**src/rtl/tracker_pkg.sv**
```systemverilog
// Shared tracker types: angle/intensity words, sweep state encoding and default geometry.
package tracker_pkg;

   localparam int unsigned ANGLE_W_DEF   = 8;
   localparam int unsigned LDR_W_DEF     = 10;
   localparam int unsigned MAX_ANGLE_DEF = 180;

   typedef logic [ANGLE_W_DEF-1:0] angle_t;
   typedef logic [LDR_W_DEF-1:0]   ldr_t;

   typedef enum logic [2:0] {
      IDLE,
      BASE_SWEEP,
      PARK,
      ARM_SWEEP,
      DONE
   } state_t;

endpackage

```
**src/rtl/axis_sweeper.sv**
```systemverilog
// One-axis sweep engine: angle stepping, per-position settle countdown and running best sample.
module axis_sweeper #(
   parameter int unsigned ANGLE_W   = 8,
   parameter int unsigned LDR_W     = 10,
   parameter int unsigned MAX_ANGLE = 180,
   parameter int unsigned STEP      = 1,
   parameter int unsigned SETTLE_W  = 32
) (
   input  logic                clk,
   input  logic                rst,
   input  logic                load,
   input  logic [SETTLE_W-1:0] settle,
   input  logic                restart,
   input  logic                en,
   input  logic [LDR_W-1:0]    ldr,
   output logic [ANGLE_W-1:0]  angle_d_c,
   output logic [ANGLE_W-1:0]  best_angle_c,
   output logic [LDR_W-1:0]    best_val_c,
   output logic                last_c
);

   localparam int unsigned SUM_W = ANGLE_W + 1;

   logic [SETTLE_W-1:0] s_q;
   logic [SETTLE_W-1:0] cnt;
   logic [ANGLE_W-1:0]  angle;
   logic [ANGLE_W-1:0]  best_angle;
   logic [LDR_W-1:0]    best_val;
   logic                seen;
   logic                tick_c;
   logic                accept_c;
   logic                over_c;
   logic [SUM_W-1:0]    next_sum_c;

   // Outputs depend only on local state and ldr, so the caller can gate them without a comb loop.
   always_comb begin
      tick_c       = (cnt == SETTLE_W'(1));
      accept_c     = tick_c && (!seen || (ldr > best_val));
      best_angle_c = accept_c ? angle : best_angle;
      best_val_c   = accept_c ? ldr : best_val;
      next_sum_c   = {1'b0, angle} + SUM_W'(STEP);
      over_c       = (next_sum_c > SUM_W'(MAX_ANGLE));
      last_c       = tick_c && over_c;
      angle_d_c    = (tick_c && !over_c) ? next_sum_c[ANGLE_W-1:0] : angle;
   end

   always_ff @(posedge clk) begin
      if (rst) begin
         s_q        <= '0;
         cnt        <= '0;
         angle      <= '0;
         best_angle <= '0;
         best_val   <= '0;
         seen       <= 1'b0;
      end else begin
         if (load) begin
            s_q <= (settle == '0) ? SETTLE_W'(1) : settle;
         end
         if (restart) begin
            angle      <= '0;
            cnt        <= s_q;
            best_angle <= '0;
            best_val   <= '0;
            seen       <= 1'b0;
         end else if (en) begin
            angle      <= angle_d_c;
            best_angle <= best_angle_c;
            best_val   <= best_val_c;
            if (tick_c) begin
               seen <= 1'b1;
               if (!over_c) begin
                  cnt <= s_q;
               end
            end else begin
               cnt <= cnt - SETTLE_W'(1);
            end
         end
      end
   end

endmodule

```
**src/rtl/sweep_peak_finder.sv**
```systemverilog
// Two-axis peak search: sweep base, park at brightest, sweep arm; optional arm-only refine.
module sweep_peak_finder
   import tracker_pkg::*;
#(
   parameter int unsigned ANGLE_W   = ANGLE_W_DEF,
   parameter int unsigned LDR_W     = LDR_W_DEF,
   parameter int unsigned MAX_ANGLE = MAX_ANGLE_DEF,
   parameter int unsigned STEP      = 1,
   parameter int unsigned SETTLE_W  = 32
) (
   input  logic                clk,
   input  logic                rst,
   input  logic                start,
   input  logic                abort,
   input  logic                mode,
   input  logic [SETTLE_W-1:0] settle,
   input  logic [LDR_W-1:0]    ldr,
   output logic [ANGLE_W-1:0]  base,
   output logic [ANGLE_W-1:0]  arm,
   output logic [LDR_W-1:0]    peak,
   output logic                busy,
   output logic                done
);

   state_t              state, state_n;
   logic                start_q;
   logic                mode_q;
   logic [ANGLE_W-1:0]  base_n, arm_n;
   logic [LDR_W-1:0]    peak_n;
   logic                busy_n, done_n;
   logic                load_c, restart_c, en_c;
   logic [ANGLE_W-1:0]  angle_d_c;
   logic [ANGLE_W-1:0]  best_angle_c;
   logic [LDR_W-1:0]    best_val_c;
   logic                last_c;

   axis_sweeper #(
      .ANGLE_W   (ANGLE_W),
      .LDR_W     (LDR_W),
      .MAX_ANGLE (MAX_ANGLE),
      .STEP      (STEP),
      .SETTLE_W  (SETTLE_W)
   ) u_axis (
      .clk          (clk),
      .rst          (rst),
      .load         (load_c),
      .settle       (settle),
      .restart      (restart_c),
      .en           (en_c),
      .ldr          (ldr),
      .angle_d_c    (angle_d_c),
      .best_angle_c (best_angle_c),
      .best_val_c   (best_val_c),
      .last_c       (last_c)
   );

   // Start is captured (with settle and mode) one cycle before the first sweep cycle.
   always_comb begin
      state_n   = state;
      base_n    = base;
      arm_n     = arm;
      peak_n    = peak;
      busy_n    = busy;
      done_n    = 1'b0;
      load_c    = 1'b0;
      restart_c = 1'b0;
      en_c      = 1'b0;
      unique case (state)
         IDLE: begin
            if (start_q) begin
               restart_c = 1'b1;
               busy_n    = 1'b1;
               arm_n     = '0;
               if (mode_q) begin
                  state_n = PARK;
               end else begin
                  state_n = BASE_SWEEP;
                  base_n  = '0;
               end
            end else if (start) begin
               load_c = 1'b1;
            end
         end
         BASE_SWEEP: begin
            if (abort) begin
               state_n = IDLE;
               busy_n  = 1'b0;
            end else begin
               en_c   = 1'b1;
               base_n = angle_d_c;
               if (last_c) begin
                  state_n = PARK;
                  base_n  = best_angle_c;
                  peak_n  = best_val_c;
                  arm_n   = '0;
               end
            end
         end
         PARK: begin
            if (abort) begin
               state_n = IDLE;
               busy_n  = 1'b0;
            end else begin
               restart_c = 1'b1;
               arm_n     = '0;
               state_n   = ARM_SWEEP;
            end
         end
         ARM_SWEEP: begin
            if (abort) begin
               state_n = IDLE;
               busy_n  = 1'b0;
            end else begin
               en_c  = 1'b1;
               arm_n = angle_d_c;
               if (last_c) begin
                  state_n = DONE;
                  arm_n   = best_angle_c;
                  peak_n  = best_val_c;
                  done_n  = 1'b1;
                  busy_n  = 1'b0;
               end
            end
         end
         DONE: begin
            state_n = IDLE;
         end
         default: begin
            state_n = IDLE;
         end
      endcase
   end

   always_ff @(posedge clk) begin
      if (rst) begin
         state   <= IDLE;
         start_q <= 1'b0;
         mode_q  <= 1'b0;
         base    <= '0;
         arm     <= '0;
         peak    <= '0;
         busy    <= 1'b0;
         done    <= 1'b0;
      end else begin
         state   <= state_n;
         start_q <= load_c;
         if (load_c) begin
            mode_q <= mode;
         end
         base <= base_n;
         arm  <= arm_n;
         peak <= peak_n;
         busy <= busy_n;
         done <= done_n;
      end
   end

endmodule

```
**config.mk**
```make
export PLATFORM = sky130hd
export DESIGN_NAME = sweep_peak_finder
export DESIGN_NICKNAME = d
export VERILOG_FILES = /design/src/rtl/tracker_pkg.sv /design/src/rtl/axis_sweeper.sv /design/src/rtl/sweep_peak_finder.sv
export SDC_FILE = /design/constraint.sdc
export NUM_CORES = 1
export LEC_CHECK = 0
export BUFFER_PORTS_ARGS = -buffer_cell sky130_fd_sc_hd__buf_2
export CAP_MARGIN = 40
export CORE_ASPECT_RATIO = 0.75
export CORE_MARGIN = 2
export CORE_UTILIZATION = 25
export CTS_CLUSTER_DIAMETER = 30
export DETAILED_ROUTE_END_ITERATION = 16
export SLEW_MARGIN = 20
export SYNTH_ARGS = -nofsm -noshare
export SYNTH_HDL_FRONTEND = slang
export SYNTH_HIERARCHICAL = 1
export SYNTH_SLANG_ARGS = --single-unit
```
**constraint.sdc**
```tcl
create_clock -name clk -period 4.45 [get_ports clk]
set_clock_uncertainty 0.2 [all_clocks]
set_input_delay 0.445 -clock clk [delete_from_list [all_inputs] [get_ports clk]]
set_output_delay 0.445 -clock clk [all_outputs]
set_load 0.05 [all_outputs]
```
==> summary.md, run 1 <==
| Metric | Value |
|---|---|
| GP Congestion | 0.890 |
| H-Tree Depth | 4 |
| DP Area | 7590 um2 |
| Hold Crit Depth | 3 |
| Layout Nets | 938 |
| Worst Setup End Kind | flip-flop |
| Post-synth design cell area | 6860 um2 |
| Fillers | 2837 |
| Post-synthesis async set-or-reset flop share | 0% |
| Die H | 148 um |
| Post-route design area | 8200 um2 |
| Met3 Wirelength | 1590 um |
| Top FF cell, synth | dfxtp_1 |
| Core ar. | 27000 um2 |
| Layout cells sized above 1 | 18.7% |
| I/O pins | 75 |
| Final setup vio count | 0 |
| Final WS setup | 0.677 ns |
| Mapped Nets | 885 |
| Power Density | 398 nW/um2 |
| Root buffer selected by CTS | clkbuf_16 |
| First-pass GRT wire length | 34400 um |
| Clk sink count | 124 |
| CP Class | reg2reg |
| Setup Fix Bufs, Post-CTS | 0 |
| Synth Area per Inst | 8.33 um2 |
| Crit path time final | 3.77 ns |
| Peak supply drop | 226 uV |
| Worst r2r src | u_axis/angle[0] |
| Initial antenna violation count | 0 |
| # hold bufs at CTS | 0 |
| Full die area | 28800 um2 |
| Hold wc startpoint | settle[24] |
| TritonRoute pass-1 iters | 6 |
| Fin Setup TNS | 0 ns |
| Clock-pin slew on the worst setup and hold paths | 0.07 ns |
| RSZ-0062 raised after global routing | false |
| Worst Path Arrival | 3.85 ns |
| RR Endpoint | peak[2] |
| Layout Utilization | 30.4% |
| Starting density of the core | 25.4% |
| Crit. Startpoint | u_axis/angle[0] |
| Die W | 195 um |
| Met2 WL | 8510 um |
| Post-synth EDFFs | 0 |
| Post-cts repair resize count | 0 |
| Post-route ant nets | 0 |
| Clk buf depth | 2 |
| Fmax | 0.265 GHz |
| Critical path launch point type | flip-flop |
| DR iter-0 viols | 841 |
| Final WL | 21100 um |
| Post-Layout Cell Count | 1241 |
| Gr usage total | 14.8% |
| Pin count of the biggest net entering global routing | 43 |
| Post-DR wirelength/cell | 17.0 um |
| Routed length on met1 | 10800 um |
| WHS Endpoint | u_axis/s_q[24] |
| Max-Cap Viols | 0 |
| Area growth from synthesis to layout | 19.4% |
| Top fanout value on the critical path | 14 |
| Dpl cells | 1208 |
| Leak | 0.00301 uW |
| Worst-margin pin slew | 0.800 ns |
| Vias | 6606 |
| Flop and latch count out of synthesis | 124 |
| Vias per cell | 5.32 |
| Final slew viol count | 0 |
| CTS tree | built |
| Max-Slew Margin vs Limit | 46.2% |
| Sequential share of the synthesized area | 36.2% |
| Final Hold Fails | 0 |
| Status | complete, no violations |
| DRC | 0 |
| Synth unique cells | 74 |
| Vias in the first global route | 6252 |
| Final period util | 84.8% |
| ANT cells | 0 |
| Dpl hpwl | 14700 um |
| Worst reg2reg path depth | 8 |
| YS warnings | 6 |
| Critical Path RT | 4.53 ns |
| Place WS | 0.674 ns |
| Port Buffer Count | 74 |
| Post-synthesis cell count | 824 |
| Worst skew pair latency | 0.42 ns |
| R2R Setup Slk | 0.68 ns |
| Top Layer Used | met4 |
| Num CTS Buffers | 17 |
| Worst Hold Class | in2reg |
| Rows | 52 |
| Total grt overflow | 0 |
layout by cell type (no fill, tap or decap), drive strengths merged, types with 5 or more instances in the layout:
master / instances
inv: 38
mux2: 19
xor2: 5
clkbuf: 17
o32ai: 13
buf: 96
or4: 6
a211oi: 8
mux2i: 45
nor3b: 7
xnor2: 7
or3: 8
o21ai: 29
dfxtp: 124
o31ai: 28
a21oi: 73
nand2: 64
nand3: 12
nor2: 73
ha: 14
a21o: 5
nand4: 37
nor3: 28
o22ai: 15
o2bb2ai: 8
nor4: 29
nor2b: 7
critical path, cell delays in order, from the launching register on:
cell and delay, ns:
dfxtp_1 0.40, ha_1 0.35, or3b_2 0.49, a41oi_1 0.48, a21o_1 0.20, and2_1 0.60, nand4bb_1 0.61, nand2_1 0.22
a21oi_1 0.09
per-layer routing:
| layer | vias up | track usage (%) |
|---|---|---|
| li1 | 3206 | - |
| met3 | 27 | 3.81 |
| met1 | 3135 | 22.2 |
| met2 | 238 | 21.1 |
| met5 | - | 0 |
| met4 | 0 | 2.94 |
where the power goes:
part,total [uW],internal (uW),switching (uW)
Sequential,1210,1160,54.4
Combinational,624,233,391
Clock,1430,844,583
Total,3270,2240,1030
kinds of logic after synthesis:
group	count (synthesis)	share of synthesized area, %
AOI/OAI and AO/OA	220	21.8
xor gates and xnor gates	12	1.53
DFF	124	36.2
adders and majority gates	14	2.55
buffers and inverters	93	5.52
and+or+nand+nor	297	22.8
muxes	64	9.68
flip-flops by register name, indices dropped and copies added, names as in the netlist, 3 cells and up:
signal,cells
u_axis/cnt,32
u_axis/s_q,32
peak,10
u_axis/best_val,10
arm,8
base,8
u_axis/angle,8
u_axis/best_angle,8
state,3
Yosys cell counts (all sizes together) (7+ instances only):
cell,instances,area share (%)
dfxtp,124,36
a21oi,73,5.3
nor2,73,4.0
nand2,64,3.5
mux2i,45,6.6
clkbuf,40,2.2
nand4,37,3.5
inv,30,1.6
nor4,29,3.0
o21ai,29,2.1
nor3,28,2.2
o31ai,28,3.1
buf,22,1.6
mux2,19,3.1
o22ai,15,1.4
ha,14,2.6
o32ai,13,1.7
nand3,12,0.95
a211oi,8,1.1
o2bb2ai,8,1.0
or3,8,0.73
nor2b,7,0.64
nor3b,7,0.84
xnor2,7,0.89
per-stage QoR:
step / total power, uW / hold WS, ns
2_1_floorplan: 1660 / 0.242
3_3_place_gp: 1840 / 0.246
3_5_place_dp: 1840 / 0.247
4_1_cts: 3280 / 0.0643
5_1_grt: 3400 / 0.0869
6_report: 3270 / 0.0785
worst max-delay path by stage:
stage / slack (ns) / endpoint
after floorplan: 1.03 / peak[0]
after global placement: 0.75 / peak[7]
after detailed placement: 0.67 / peak[5]
after CTS: 0.66 / peak[5]
after global routing: 0.25 / peak[8]
final: 0.68 / peak[2]
layout make-up:
class	count	area, um2	share of cell area [%]
multi-input cells	607	4010	48.9
flip-flops and latches	124	2480	30.3
repair buffers	96	548	6.69
well taps	351	439	5.36
clock buffers	17	425	5.19
clock inverters	15	175	2.14
inverters	31	116	1.42
Power figures use the tool's default switching activity.
==> run 2: changes to the inputs <==
==> constraint.sdc (replaced) <==
create_clock -name clk -period 3.1 [get_ports clk]
set_clock_uncertainty 0.2 [all_clocks]
set_input_delay 0.31 -clock clk [delete_from_list [all_inputs] [get_ports clk]]
set_output_delay 0.31 -clock clk [all_outputs]
set_load 0.05 [all_outputs]
==> summary.md, run 2 (synthesized netlist as in run 1, its figures left out) <==
| Metric | Value |
|---|---|
| Status | complete, no violations |
| Starting density of the core | 25.4% |
| GP Congestion | 0.854 |
| Pin count of the biggest net entering global routing | 79 |
| Vias in the first global route | 6482 |
| R2R Setup Slk | 0.13 ns |
| DR iter-0 viols | 619 |
| TritonRoute pass-1 iters | 5 |
| Critical Path RT | 3.25 ns |
| Hold wc startpoint | start |
| Worst reg2reg path depth | 10 |
| Post-route design area | 8960 um2 |
| Layout cells sized above 1 | 21.8% |
| Clk sink count | 124 |
| Final WS setup | 0.131 ns |
| Most common cell after layout, fill and taps aside | dfxtp_1 |
| RR Endpoint | peak[6] |
| Vias | 6921 |
| Port Buffer Count | 74 |
| Fillers | 2730 |
| Vias per cell | 5.24 |
| Place WS | 0.111 ns |
| Critical path launch point type | flip-flop |
| DP Area | 7900 um2 |
| First-pass GRT wire length | 36100 um |
| Rows | 52 |
| Area growth from synthesis to layout | 30.5% |
| I/O pins | 75 |
| Worst skew pair latency | 0.43 ns |
| Peak supply drop | 304 uV |
| Dpl hpwl | 15300 um |
| Final period util | 95.8% |
| Gr usage total | 15.7% |
| Clk buf depth | 2 |
| Post-DR wirelength/cell | 16.9 um |
| Power Density | 531 nW/um2 |
| Worst Hold Class | in2reg |
| Worst r2r src | u_axis/cnt[22] |
| Full die area | 28800 um2 |
| Final setup vio count | 0 |
| ANT cells | 0 |
| Most frequent cells in the layout | 124 x dfxtp_1, 74 x buf_2, 72 x a21oi_1 |
| Die W | 195 um |
| Max-Cap Viols | 0 |
| Total grt overflow | 0 |
| Top fanout value on the critical path | 10 |
| Leak | 0.00339 uW |
| Root buffer selected by CTS | clkbuf_16 |
| Layout Nets | 1019 |
| CTS tree | built |
| Worst-margin pin slew | 0.741 ns |
| Clock-pin slew on the worst setup and hold paths | 0.07 ns |
| DRC | 0 |
| Die H | 148 um |
| Max-Slew Margin vs Limit | 50.6% |
| Final slew viol count | 0 |
| Final Hold Fails | 0 |
| Initial antenna violation count | 0 |
| Top Registers | u_axis/cnt x32, u_axis/s_q x32 |
| Final Hold Slack | 0.0206 ns |
| Fin Setup TNS | 0 ns |
| CP Class | reg2reg |
| Final WL | 22400 um |
| Post-route ant nets | 0 |
| Num CTS Buffers | 17 |
| WHS Endpoint | mode_q |
| Crit path time final | 2.97 ns |
| Worst Setup End Kind | flip-flop |
| Hold Crit Depth | 3 |
| H-Tree Depth | 4 |
| Fmax | 0.337 GHz |
| Worst Path Arrival | 3.12 ns |
| Core ar. | 27000 um2 |
[run 2: changes by cell type in the layout (fill, tap and decap cells not counted), sizes merged]
cell | previous run | this run
buf | 96 | 134
bufinv | 2 | 0
clkinv | 3 | 4
clkinvlp | 3 | 0
dlygate4sd3 | 0 | 43
inv | 38 | 42
[run 2: how the worst max path moves through the flow]
stage,from,endpoint,slack [ns]
2_1_floorplan,u_axis/angle[1],peak[0],0.03
3_3_place_gp,u_axis/cnt[16],peak[7],0.24
3_5_place_dp,u_axis/cnt[16],peak[6],0.11
4_1_cts,u_axis/cnt[16],peak[6],0.08
5_1_grt,ldr[7],base[3],-0.009
6_report,u_axis/cnt[22],peak[6],0.13
[run 2: power by group]
group	switching, uW	internal (uW)	leakage [uW]
logic	594	428	0.00209
registers	78.7	1660	0.00101
clock network	911	1080	0.000291
[run 2: layer usage]
metal | track usage [%] | part of all wire (%) | vias to the layer above
met5 | 0 | 0 | -
met4 | 3.44 | 0.96 | 0
met3 | 3.65 | 7.1 | 23
met2 | 22.9 | 43 | 259
met1 | 23.2 | 49 | 3288
li1 | - | - | 3351
[run 2: through the flow]
| step | total power [uW] | util (%) | cells |
|---|---|---|---|
| 2_1_floorplan | 2390 | - | 824 |
| 3_3_place_gp | 2710 | 29.2 | 1244 |
| 3_5_place_dp | 2720 | 29.3 | 1245 |
| 4_1_cts | 4770 | 33.0 | 1320 |
| 5_1_grt | 4980 | 33.2 | 1322 |
| 6_report | 4760 | 33.2 | 1322 |
[run 2: repair_timing]
action,CTS,global route
setup endpoints to repair,0,26
hold buffers,43,0
hold endpoints to repair,42,0
setup buffers,0,2
resized for setup,0,6
[run 2: layout make-up]
type,count,area (um2),area share [%]
clock inverter,15,161,1.80
clock buffer,17,425,4.75
multi-input combinational,607,4060,45.3
sequential,124,2480,27.7
timing repair buffer,177,1280,14.2
tap,351,439,4.90
inverter,31,116,1.30
[run 2: worst max-delay path: stages (launching register included)]
cell and delay (ns):
dfxtp_1 0.37, nor4_1 0.46, buf_4 0.21, nand2_1 0.13, nor4_1 0.39, buf_4 0.18, and2_4 0.17, nor4bb_1 0.34
buf_4 0.23, nand2_1 0.07, a21oi_1 0.14
==> run 3: changes to the inputs <==
--- a/config.mk
+++ b/config.mk
@@ -9,9 +9,10 @@
 export CAP_MARGIN = 40
 export CORE_ASPECT_RATIO = 0.75
 export CORE_MARGIN = 2
-export CORE_UTILIZATION = 25
+export CORE_UTILIZATION = 54
 export CTS_CLUSTER_DIAMETER = 30
 export DETAILED_ROUTE_END_ITERATION = 16
+export PLACE_DENSITY = 0.77
 export SLEW_MARGIN = 20
 export SYNTH_ARGS = -nofsm -noshare
 export SYNTH_HDL_FRONTEND = slang
==> summary.md, run 3 (synthesized netlist as in run 1, its figures left out) <==
| Metric | Value |
|---|---|
| Clock power frac | 42.5% |
| Dpl cells | 1053 |
| GP Congestion | 0.955 |
| Overall Power | 4910 uW |
| Place WS | 0.0782 ns |
| R2R Setup Slk | 0.12 ns |
| Root buffer selected by CTS | clkbuf_16 |
| Worst Path Arrival | 3.10 ns |
| Initial antenna violation count | 0 |
| Core ar. | 12300 um2 |
| Full die area | 13600 um2 |
| Power share of the combinational group | 21.9% |
| Worst Setup End Kind | flip-flop |
| Status | complete, no violations |
| Area growth from synthesis to layout | 26.9% |
| First-pass GRT wire length | 38000 um |
| Die W | 134 um |
| Gr usage total | 35.8% |
| Critical Path RT | 3.23 ns |
| Post-route ant nets | 0 |
| Final slew viol count | 0 |
| Most common cell after layout, fill and taps aside | dfxtp_1 |
| Cells along the critical path | ha_2 > or3b_2 > a41oi_4 > a21o_1 > and2_4 > nor4bb_1 > buf_4 > nand2_1 > a21oi_1 |
| Seq pwr share | 35.6% |
| Worst r2r src | u_axis/angle[0] |
| Final period util | 96.0% |
| Max-Slew Margin vs Limit | 47.5% |
| Crit path buffers/inverters | 1 |
| RSZ-0062 raised after global routing | false |
| Fmax | 0.336 GHz |
| Worst-margin pin slew | 0.787 ns |
| Starting density of the core | 55.6% |
| Switch share | 31.9% |
| Layout cells sized above 1 | 21.4% |
| Clk buf depth | 2 |
| Top fanout value on the critical path | 10 |
| Most frequent cells in the layout | 124 x dfxtp_1, 74 x buf_2, 72 x nor2_1 |
| DRC | 0 |
| Critical path launch point type | flip-flop |
| Total grt overflow | 0 |
| Clock-pin slew on the worst setup and hold paths | 0.06 ns |
| Crit path depth | 9 |
| WHS Endpoint | u_axis/s_q[0] |
| Hold Crit Depth | 3 |
| Clk sink count | 124 |
| Crit-path max cell delay | 0.51 ns |
| Vias | 7447 |
| H-Tree Depth | 4 |
| CTS tree | built |
| Max-Cap Viols | 0 |
| Post-Layout Cell Count | 1130 |
| Fin Setup TNS | 0 ns |
| I/O pins | 75 |
| Dpl hpwl | 15800 um |
| Power Density | 563 nW/um2 |
| Post-DR wirelength/cell | 21.6 um |
| DR iter-0 viols | 1180 |
| Worst Hold Class | in2reg |
| Worst reg2reg path depth | 9 |
| Final WL | 24400 um |
| P_sw | 1570 uW |
| Final WS setup | 0.124 ns |
| ANT cells | 0 |
| TritonRoute pass-1 iters | 6 |
| Hold wc startpoint | settle[0] |
| Vias in the first global route | 7030 |
| Final Hold Fails | 0 |
| Delay-heaviest family, CP | simple AND/OR/NAND/NOR gates |
| Peak supply drop | 499 uV |
| Vias per cell | 6.59 |
| CP Class | reg2reg |
| Port Buffer Count | 74 |
| Power Internal | 3340 uW |
| Die H | 102 um |
| Rows | 35 |
| RR Endpoint | peak[7] |
| Leak | 0.00338 uW |
| Top Registers | u_axis/cnt x32, u_axis/s_q x32 |
| Layout Nets | 1012 |
| Final setup vio count | 0 |
| Pin count of the biggest net entering global routing | 65 |
| Crit path time final | 2.98 ns |
| Num CTS Buffers | 17 |
| Worst skew pair latency | 0.42 ns |
| Crit-path slowest cell | or3b_2 |
==> run 3: cell count changes in the layout (fill, tap and decap cells not counted), sizes merged <==
| cell | before | now |
|---|---|---|
| inv | 42 | 39 |
| clkbuf | 17 | 18 |
| buf | 134 | 126 |
| dlymetal6s2s | 0 | 1 |
| clkinvlp | 0 | 1 |
| clkinv | 4 | 3 |
| bufinv | 0 | 2 |
==> run 3: cell type report <==
type                            instances  area [um2]
Multi-Input combinational cell        607        4070
Fill cell                             913        3640
Sequential cell                       124        2480
Timing Repair Buffer                  170        1230
Clock buffer                           18         439
Tap cell                              166         208
Clock inverter                         14         171
Inverter                               31         116
==> run 3: power groups by stage <==
| stage | registers [uW] | logic (uW) | clock network (uW) |
|---|---|---|---|
| 3_3_place_gp | 1770 | 942 | 0 |
| 3_5_place_dp | 1770 | 970 | 0 |
| 5_1_grt | 1750 | 1150 | 2160 |
| 4_1_cts | 1740 | 1020 | 2090 |
| 2_1_floorplan | 1750 | 641 | 0 |
| 6_report | 1750 | 1080 | 2090 |
==> run 3: timing repair <==
action / 4_1_cts / 5_1_grt
setup buffers: 0 / 1
hold buffers: 43 / 0
gates resized for setup: 0 / 10
setup endpoints to repair: 0 / 34
endpoints found under the hold margin: 42 / 0
==> run 3: how the worst max path moves through the flow <==
stage	startpoint	endpoint	slack (ns)
floorplan	u_axis/angle[1]	peak[0]	0.03
global placement	u_axis/cnt[16]	base[5]	0.14
detailed placement	u_axis/cnt[16]	peak[2]	0.08
CTS	u_axis/cnt[16]	peak[7]	0.03
global route	u_axis/angle[1]	arm[3]	0.02
finish	u_axis/angle[0]	peak[7]	0.12
==> run 3: tightest hold or removal path, stage by stage <==
cell      delay (ns)
buf_2           0.11
nor2_1          0.11
a211oi_1        0.08
==> run 3: routing by layer <==
| metal | part of all wire, % | vias up | track usage (%) |
|---|---|---|---|
| met3 | 12 | 82 | 11.3 |
| met5 | 0 | - | 0 |
| met1 | 43 | 3518 | 50.7 |
| met2 | 42 | 498 | 51.4 |
| li1 | - | 3349 | - |
| met4 | 2.6 | 0 | 12.1 |
==> run 3: stage by stage <==
stage          hold slack (ns)  cell area [um2]  utilization (%)
2_1_floorplan            0.242             6900                -
4_1_cts                 0.0182             8660             70.1
5_1_grt                 0.0365             8710             70.5
3_5_place_dp             0.246             7620             61.7
3_3_place_gp             0.246             7610             61.6
6_report                0.0388             8710             70.5
